**src/rtl/cpu_defs_pkg.sv**
```systemverilog
// cpu_defs_pkg: shared definitions for the MIPS fetch stage.
// Holds the fetch FSM state encoding, the default reset PC, the AdEL
// exception code and small address helpers used by fetch_seq_ctrl.
package cpu_defs_pkg;

  localparam logic [1:0] S_IDLE = 2'd0;
  localparam logic [1:0] S_REQ  = 2'd1;
  localparam logic [1:0] S_FULL = 2'd2;
  localparam logic [1:0] S_HALT = 2'd3;

  localparam logic [31:0] RESET_PC_DEF = 32'h0000_3000;

  localparam logic [4:0] EXC_ADEL = 5'd4;

  // Branch/jump targets are word addresses when no address-error path exists.
  function automatic logic [31:0] word_align(input logic [31:0] a);
    return {a[31:2], 2'b00};
  endfunction

  // Word aligned and inside [base, base+size); the limit is computed in 33 bits
  // so a window ending at 4 GiB does not wrap.
  function automatic logic addr_legal(input logic [31:0] a,
                                      input logic [31:0] base,
                                      input logic [31:0] size);
    logic [32:0] lim;
    lim = {1'b0, base} + {1'b0, size};
    return (a[1:0] == 2'b00) && (a >= base) && ({1'b0, a} < lim);
  endfunction

endpackage

```
**src/rtl/fetch_buf.sv**
```systemverilog
// fetch_buf: one-entry instruction buffer between fetch and ID.
// Loads {instr, pc, exc} on i_load, holds it until ID takes it
// (i_consume), then drops valid. Contents stay frozen while valid.
module fetch_buf
  import cpu_defs_pkg::*;
#(
  parameter logic [31:0] RESET_PC = RESET_PC_DEF
) (
  input  logic        clk,
  input  logic        reset,
  input  logic        i_load,
  input  logic [31:0] i_instr,
  input  logic [31:0] i_pc,
  input  logic        i_exc,
  input  logic        i_consume,
  output logic        o_valid,
  output logic [31:0] o_instr,
  output logic [31:0] o_pc,
  output logic        o_exc
);

  logic        r_valid;
  logic [31:0] r_instr;
  logic [31:0] r_pc;
  logic        r_exc;

  // Load a new entry or retire the held one; data registers only move on load.
  always_ff @(posedge clk or posedge reset) begin
    if (reset) begin
      r_valid <= 1'b0;
      r_instr <= 32'h0;
      r_pc    <= RESET_PC;
      r_exc   <= 1'b0;
    end else if (i_load) begin
      r_valid <= 1'b1;
      r_instr <= i_instr;
      r_pc    <= i_pc;
      r_exc   <= i_exc;
    end else if (i_consume) begin
      r_valid <= 1'b0;
    end
  end

  assign o_valid = r_valid;
  assign o_instr = r_instr;
  assign o_pc    = r_pc;
  assign o_exc   = r_exc;

endmodule

```
**src/rtl/fetch_seq_ctrl.sv**
```systemverilog
// fetch_seq_ctrl: fetch-stage sequencer for the pipelined MIPS core.
// Owns the fetch PC, requests words from a variable-latency instruction
// memory, and hands them to ID through a one-entry buffer. Taken branches
// from ID redirect the PC after the delay slot.
// Optional build macro FETCH_ADDR_CHECK_EN: checks each fetch address against
// the IMEM window, turns illegal fetches into AdEL buffer entries and halts
// fetching until the next redirect.
//
// state  | meaning
// S_IDLE | one cycle after reset; memory ack ignored
// S_REQ  | fetch of req_pc outstanding, waiting for imem_ack
// S_FULL | buffer holds an entry for ID, no request issued
// S_HALT | after an AdEL entry was consumed; waits for a redirect
module fetch_seq_ctrl
  import cpu_defs_pkg::*;
#(
  parameter logic [31:0] RESET_PC  = RESET_PC_DEF,
  parameter logic [31:0] IMEM_BASE = 32'h0000_3000,
  parameter logic [31:0] IMEM_SIZE = 32'h0000_1000
) (
  input  logic        clk,
  input  logic        reset,
  input  logic        redirect,
  input  logic [31:0] redirect_target,
  output logic        imem_req,
  output logic [31:0] imem_addr,
  input  logic        imem_ack,
  input  logic [31:0] imem_rdata,
  output logic        if_valid,
  output logic [31:0] if_instr,
  output logic [31:0] if_pc,
  input  logic        id_ready,
  output logic        if_exc
);

  logic [1:0]  r_state;
  logic [1:0]  w_nxt_state;
  logic [31:0] r_req_pc;
  logic [31:0] w_nxt_req_pc;
  logic        r_pend_v;
  logic        w_nxt_pend_v;
  logic [31:0] r_pend_tgt;
  logic [31:0] w_nxt_pend_tgt;

  logic [31:0] w_redir_tgt;
  logic        w_load;
  logic [31:0] w_load_instr;
  logic        w_load_exc;
  logic        w_consume;
  logic        w_buf_valid;
  logic [31:0] w_buf_instr;
  logic [31:0] w_buf_pc;
  logic        w_buf_exc;

`ifdef FETCH_ADDR_CHECK_EN
  logic w_addr_ok;
  assign w_addr_ok   = addr_legal(r_req_pc, IMEM_BASE, IMEM_SIZE);
  assign w_redir_tgt = redirect_target;
  assign imem_req    = (r_state == S_REQ) && w_addr_ok;
  assign if_exc      = w_buf_exc;
`else
  // Window parameters and the buffer exc bit have no consumer in this build.
  logic w_unused_cfg;
  assign w_unused_cfg = ^{IMEM_BASE, IMEM_SIZE, w_buf_exc};
  assign w_redir_tgt  = word_align(redirect_target);
  assign imem_req     = (r_state == S_REQ);
  assign if_exc       = 1'b0;
`endif

  assign imem_addr = r_req_pc;
  assign w_consume = w_buf_valid & id_ready;

  // Next-state, next-PC and redirect bookkeeping for the fetch FSM.
  always_comb begin
    w_nxt_state    = r_state;
    w_nxt_req_pc   = r_req_pc;
    w_nxt_pend_v   = r_pend_v;
    w_nxt_pend_tgt = r_pend_tgt;
    w_load         = 1'b0;
    w_load_instr   = imem_rdata;
    w_load_exc     = 1'b0;
    case (r_state)
      S_IDLE: begin
        w_nxt_state = S_REQ;
      end
      S_REQ: begin
`ifdef FETCH_ADDR_CHECK_EN
        if (!w_addr_ok) begin
          // Illegal fetch never reaches memory; ID sees it as an AdEL entry.
          w_load       = 1'b1;
          w_load_instr = 32'h0;
          w_load_exc   = 1'b1;
          w_nxt_pend_v = 1'b0;
          w_nxt_state  = S_FULL;
        end else
`endif
        if (imem_ack) begin
          w_load = 1'b1;
          // A redirect arriving with the ack means the word just returned is
          // the delay slot, so the target goes straight into req_pc.
          if (redirect) begin
            w_nxt_req_pc = w_redir_tgt;
          end else if (r_pend_v) begin
            w_nxt_req_pc = r_pend_tgt;
          end else begin
            w_nxt_req_pc = r_req_pc + 32'd4;
          end
          w_nxt_pend_v = 1'b0;
          w_nxt_state  = S_FULL;
        end else if (redirect) begin
          // Delay slot still in flight: remember the target, keep the
          // request address stable for the memory.
          w_nxt_pend_v   = 1'b1;
          w_nxt_pend_tgt = w_redir_tgt;
        end
      end
      S_FULL: begin
        // Delay slot already buffered, req_pc is free to take the target.
        if (redirect) begin
          w_nxt_req_pc = w_redir_tgt;
        end
        if (id_ready) begin
`ifdef FETCH_ADDR_CHECK_EN
          w_nxt_state = w_buf_exc ? S_HALT : S_REQ;
`else
          w_nxt_state = S_REQ;
`endif
        end
      end
`ifdef FETCH_ADDR_CHECK_EN
      S_HALT: begin
        if (redirect) begin
          w_nxt_req_pc = w_redir_tgt;
          w_nxt_state  = S_REQ;
        end
      end
`endif
      default: begin
        w_nxt_state = S_IDLE;
      end
    endcase
  end

  // Fetch FSM state and PC registers; reset forces an immediate idle.
  always_ff @(posedge clk or posedge reset) begin
    if (reset) begin
      r_state    <= S_IDLE;
      r_req_pc   <= RESET_PC;
      r_pend_v   <= 1'b0;
      r_pend_tgt <= 32'h0;
    end else begin
      r_state    <= w_nxt_state;
      r_req_pc   <= w_nxt_req_pc;
      r_pend_v   <= w_nxt_pend_v;
      r_pend_tgt <= w_nxt_pend_tgt;
    end
  end

  fetch_buf #(
    .RESET_PC (RESET_PC)
  ) u_fetch_buf (
    .clk       (clk),
    .reset     (reset),
    .i_load    (w_load),
    .i_instr   (w_load_instr),
    .i_pc      (r_req_pc),
    .i_exc     (w_load_exc),
    .i_consume (w_consume),
    .o_valid   (w_buf_valid),
    .o_instr   (w_buf_instr),
    .o_pc      (w_buf_pc),
    .o_exc     (w_buf_exc)
  );

  assign if_valid = w_buf_valid;
  assign if_instr = w_buf_instr;
  assign if_pc    = w_buf_pc;

endmodule

```
**config.mk**
```make
export PLATFORM = sky130hd
export DESIGN_NAME = fetch_seq_ctrl
export DESIGN_NICKNAME = d
export VERILOG_FILES = /design/src/rtl/cpu_defs_pkg.sv /design/src/rtl/fetch_buf.sv /design/src/rtl/fetch_seq_ctrl.sv
export SDC_FILE = /design/constraint.sdc
export NUM_CORES = 1
export LEC_CHECK = 0
export ABC_CLOCK_PERIOD_IN_PS = 4400
export BUFFER_PORTS_ARGS = -buffer_cell sky130_fd_sc_hd__buf_2
export CORE_UTILIZATION = 25
export CTS_CLUSTER_SIZE = 14
export DETAILED_ROUTE_END_ITERATION = 10
export PLACE_DENSITY = 0.54
export SYNTH_ARGS = -nofsm -noshare
export SYNTH_HDL_FRONTEND = slang
export SYNTH_HIERARCHICAL = 1
export SYNTH_SLANG_ARGS = --single-unit
```
**constraint.sdc**
```tcl
create_clock -name clk -period 4.4 [get_ports clk]
set_clock_uncertainty 0.05 [all_clocks]
set_input_delay 0.44 -clock clk [delete_from_list [all_inputs] [get_ports clk]]
set_output_delay 0.44 -clock clk [all_outputs]
set_load 0.02 [all_outputs]
```
### Word level (Yosys, flattened, before mapping)

Cells that the tools add are included.

| word-level totals | value |
|---|---|
| input bits | 69 |
| logic and storage cells | 37 |
| output and inout port bits | 99 |
| flip-flop bits (word level) | 130 |

| cells by class | value |
|---|---|
| $add $sub $neg | 1 |
| mux-type cells | 14 |
| equal/unequal tests | 5 |
| bitwise operators | 2 |
| reduce and logical (&&, ||, !) cells | 8 |

Operator list:

| cell | count |
|---|---|
| 2-to-1 mux 32 bit | 4 |
| case mux 32 bit (2 select lines) | 1 |
| adder 32 x 3 -> 32 bit, second input constant | 1 |
| 2-to-1 mux 1 bit | 6 |
| case mux 2 bit (3 select lines) | 1 |
| AND reduction 3 bit | 2 |
| nonzero test 2 bit | 3 |
| 2-to-1 mux 2 bit | 2 |
| != test 2 bit, second input constant | 2 |
| AND reduction 2 bit | 2 |
| == test 2 x 1 -> 1 bit, second input constant | 1 |
| == test 2 bit, second input constant | 1 |
| zero test 2 bit | 1 |
| != test 2 x 1 -> 1 bit, second input constant | 1 |
| AND 1 bit | 1 |
| inverter 1 bit | 1 |

### Logic depth before layout (Yosys ltp)

| logic depth | value |
|---|---|
| depth after elaboration | 5 |
| gate-level depth with buffers | 7 |
| depth with buffers taken out | 6 |

### Cells and area by module

Netlist, hierarchy kept.

Modules (own cells, without submodules):

| module | seq. area each (µm²) | cells each | instances | area each (µm²) |
|---|---|---|---|---|
| fetch_seq_ctrl | 1579.0 | 368 | 1 | 3578.4 |
| fetch_buf | 1654.1 | 141 | 1 | 2613.8 |

### Worst setup path before layout

No wires, ideal clock.

| timing | value |
|---|---|
| path kind | reg-to-reg |
| start | reg r_req_pc[2] (netlist: imem_addr[2]) |
| end | reg r_req_pc[22] (netlist: imem_addr[22]) |
| cell stages (with the launch flop) | 7 |
| period minus slack after synthesis | 2326 ps |
| arrival | 2144 ps |
| setup time | 131 ps |
| setup slack | 2074 ps |
| data required time | 4219 ps |
| buffers on the path | 0 |
| cells stage by stage | dfrtp_1 ha_1 nand3_4 nor4_4 nand2_4 o311a_1 or3_1 |

| on the way | value |
|---|---|
| word-level cells in the longest chain between the ends | 5 |

RTL lines:

| item | line | source |
|---|---|---|
| from (decl) | fetch_seq_ctrl.sv:38 | `logic [31:0] r_req_pc;` |
| from (signal assigned) | fetch_seq_ctrl.sv:153 | `r_req_pc <= w_nxt_req_pc;` |
| adder 32 x 3 -> 32 bit | fetch_seq_ctrl.sv:106 | `w_nxt_req_pc = r_req_pc + 32'd4;` |
| 2-to-1 mux 32 bit | fetch_seq_ctrl.sv:103 | `end else if (r_pend_v) begin` |
| 2-to-1 mux 32 bit | fetch_seq_ctrl.sv:101 | `if (redirect) begin` |
| 2-to-1 mux 32 bit | fetch_seq_ctrl.sv:97 | `if (imem_ack) begin` |
| case mux 32 bit (2 select lines) | fetch_seq_ctrl.sv:82 | `case (r_state)` |

No other way between the ends. The select of a mux whose other input is x is not followed.
A chain may end at the register's enable or synchronous reset.

### Worst setup path in the final report

Ends and elaborated chain as after synthesis.

==> results.py <==
metrics = {
    "sta": {
        "slew_violations": 0,
        "slew_headroom_pct": 39.2,
        "max_freq_ghz": 0.389,
        "setup-violations-final": 0,
        "period_share_pct": 58.4,
        "min_period_ps": 2570,
        "setup_tns_ps": 0,
        "worst_pin_slew_ps": 912,
        "grt_setup_unrepaired": "no",
        "hold_viol": 0,
        "holdWs_ps": 171,
    },
    "grt": {
        "overflow": 0,
        "grt_pass1_vias": 4528,
        "grt_start_max_net_pins": 52,
        "antenna_found_initial": 2,
        "grt_pass1_wl_mm": 26.8,
        "grt_usage_pct": 13.8,
    },
    "critical_path": {
        "crit_path_top_delay_cell": "nor4_4",
        "crit_path_max_fanout": 10,
        "crit_path_end_kind": "flop",
        "crit_path_max_incr_delay_ps": 690,
        "start_kind": "flop",
        "reg2regPathDepth": 6,
        "regToRegStartpoint": "imem_addr[2]$_DFFE_PP0P_",
        "cp.arrival_ps": 2810,
        "required_ps": 4640,
        "path_class": "reg -> reg",
        "r2r_slack_ps": 1830,
        "worstPathCellList": "ha_1, nand3_4, nor4_4, nand2_4, o311a_1, or3_1",
        "r2r-end": "imem_addr[22]$_DFFE_PP0P_",
    },
    "clock_tree": {
        "worst_setup_hold_path_clk_slew_ps": 60,
        "cts_inserted_buffers": 17,
        "root_buffer": "clkbuf_16",
        "cts_hold_buffers": 0,
        "cts_setup_buffers": 0,
        "ctsResizeCount": 0,
        "cts.sinks": 128,
        "cts_tree": "yes",
        "insertion_delay_ps": 420,
        "htree_levels": 4,
        "cts_buffer_depth": 2,
    },
    "logic_synthesis": {
        "syn_area_sq_um": 6150,
        "synth_area_per_cell_sq_um": 12.1,
        "synthCells": 507,
        "ys_warn_count": 6,
    },
    "drt": {
        "drtIter0Drc": 196,
        "dr.pass1.iters": 4,
        "routed_wl_mm": 16.7,
        "ant_nets": 0,
        "wl_per_cell_um": 16.7,
        "drcViolationCount": 0,
        "vias": 4575,
        "viasPerCell": 4.56,
    },
    "power_and_ir_drop": {
        "leakage_nw": 3.61,
        "p_per_area_nw_per_um2": 798,
        "p_total_mw": 6.29,
        "peakVddDrop_mv": 0.332,
    },
    "floorplan": {
        "die_h_um": 159,
        "initial_core_util_pct": 25.4,
        "dieWidth_um": 159,
        "coreArea_sq_um": 24200,
        "io-pin-count": 168,
        "rows": 57,
        "die_area_sq_um": 25200,
    },
    "flow_run": {
        "cap_viol_max_count": 0,
    },
    "status": {
        "outcome": "finished, final reports clean",
    },
    "min_path": {
        "hold_path.class": "in -> async",
    },
    "finish": {
        "final_nets": 735,
        "final_common_cell": "buf_2",
        "fillers": 2501,
        "drive_gt1_share_pct": 46.3,
        "most-common-layout-cells": "162 x buf_2, 124 x dfrtp_1, 57 x mux2_2",
        "area_growth_pct": 28.0,
    },
    "placed_design": {
        "globalplace.congestion": 0.725,
        "dpl.hpwl_mm": 11.4,
        "portBuffers": 162,
    },
}
[worst max-delay path, delay by kind of cell (launching register included)]
family	cells	cell delay (ps)
adders and majority gates	1	290
AOI/OAI and AO/OA	1	350
and+or+nand+nor	4	1260
DFF	1	510
[worst max-delay path by stage]
stage / start / depth (start not counted) / endpoint
global placement: imem_addr[2]$_DFFE_PP0P_ / 6 / imem_addr[22]$_DFFE_PP0P_
CTS: imem_addr[2]$_DFFE_PP0P_ / 6 / imem_addr[22]$_DFFE_PP0P_
global route: imem_addr[2]$_DFFE_PP0P_ / 6 / imem_addr[22]$_DFFE_PP0P_
floorplan: imem_addr[2]$_DFFE_PP0P_ / 6 / imem_addr[22]$_DFFE_PP0P_
detailed placement: imem_addr[2]$_DFFE_PP0P_ / 6 / imem_addr[22]$_DFFE_PP0P_
finish: imem_addr[2]$_DFFE_PP0P_ / 6 / imem_addr[22]$_DFFE_PP0P_
[power breakdown]
part	total, mW	internal, mW	switching [mW]
clock	1.43	0.891	0.536
sequential	2.23	1.77	0.461
combinational	2.63	1.19	1.44
total	6.29	3.84	2.44
[metrics by stage]
stage,setup slack [ps],utilization [%],area [sq um],cells
after CTS,1790,32.5,7870,1002
after global placement,1820,30.0,7280,970
final,1830,32.5,7880,1003
after global routing,1660,32.5,7870,1002
after floorplan,2070,-,6170,511
after detailed placement,1810,30.0,7280,970
[registers in the layout, summed over array words and instances (netlist names)]
register / flops
u_fetch_buf/o_valid: 1
u_fetch_buf/o_instr: 32
u_fetch_buf/o_pc: 32
r_pend_v: 1
imem_addr: 30
r_pend_tgt: 30
r_state: 2
[layout make-up]
class                           instances  area, sq um  share of cell area [%]
Tap cell                              324          405                    5.15
Timing Repair Buffer                  171          878                    11.2
Multi-Input combinational cell        338         2750                    34.9
Sequential cell                       128         3210                    40.7
Clock inverter                         13          165                    2.10
Clock buffer                           19          433                    5.50
Inverter                                9         33.8                   0.429
Antenna cell                            1         2.50                  0.0318
[per-layer routing]
layer | track usage, % | routed length [um] | up-vias
li1 | - | - | 2171
met5 | 0 | 17 | -
met2 | 22.5 | 7910 | 156
met4 | 3.41 | 93 | 2
met1 | 17.9 | 7650 | 2237
met3 | 3.84 | 1070 | 9
Power figures use the tool's default switching activity.
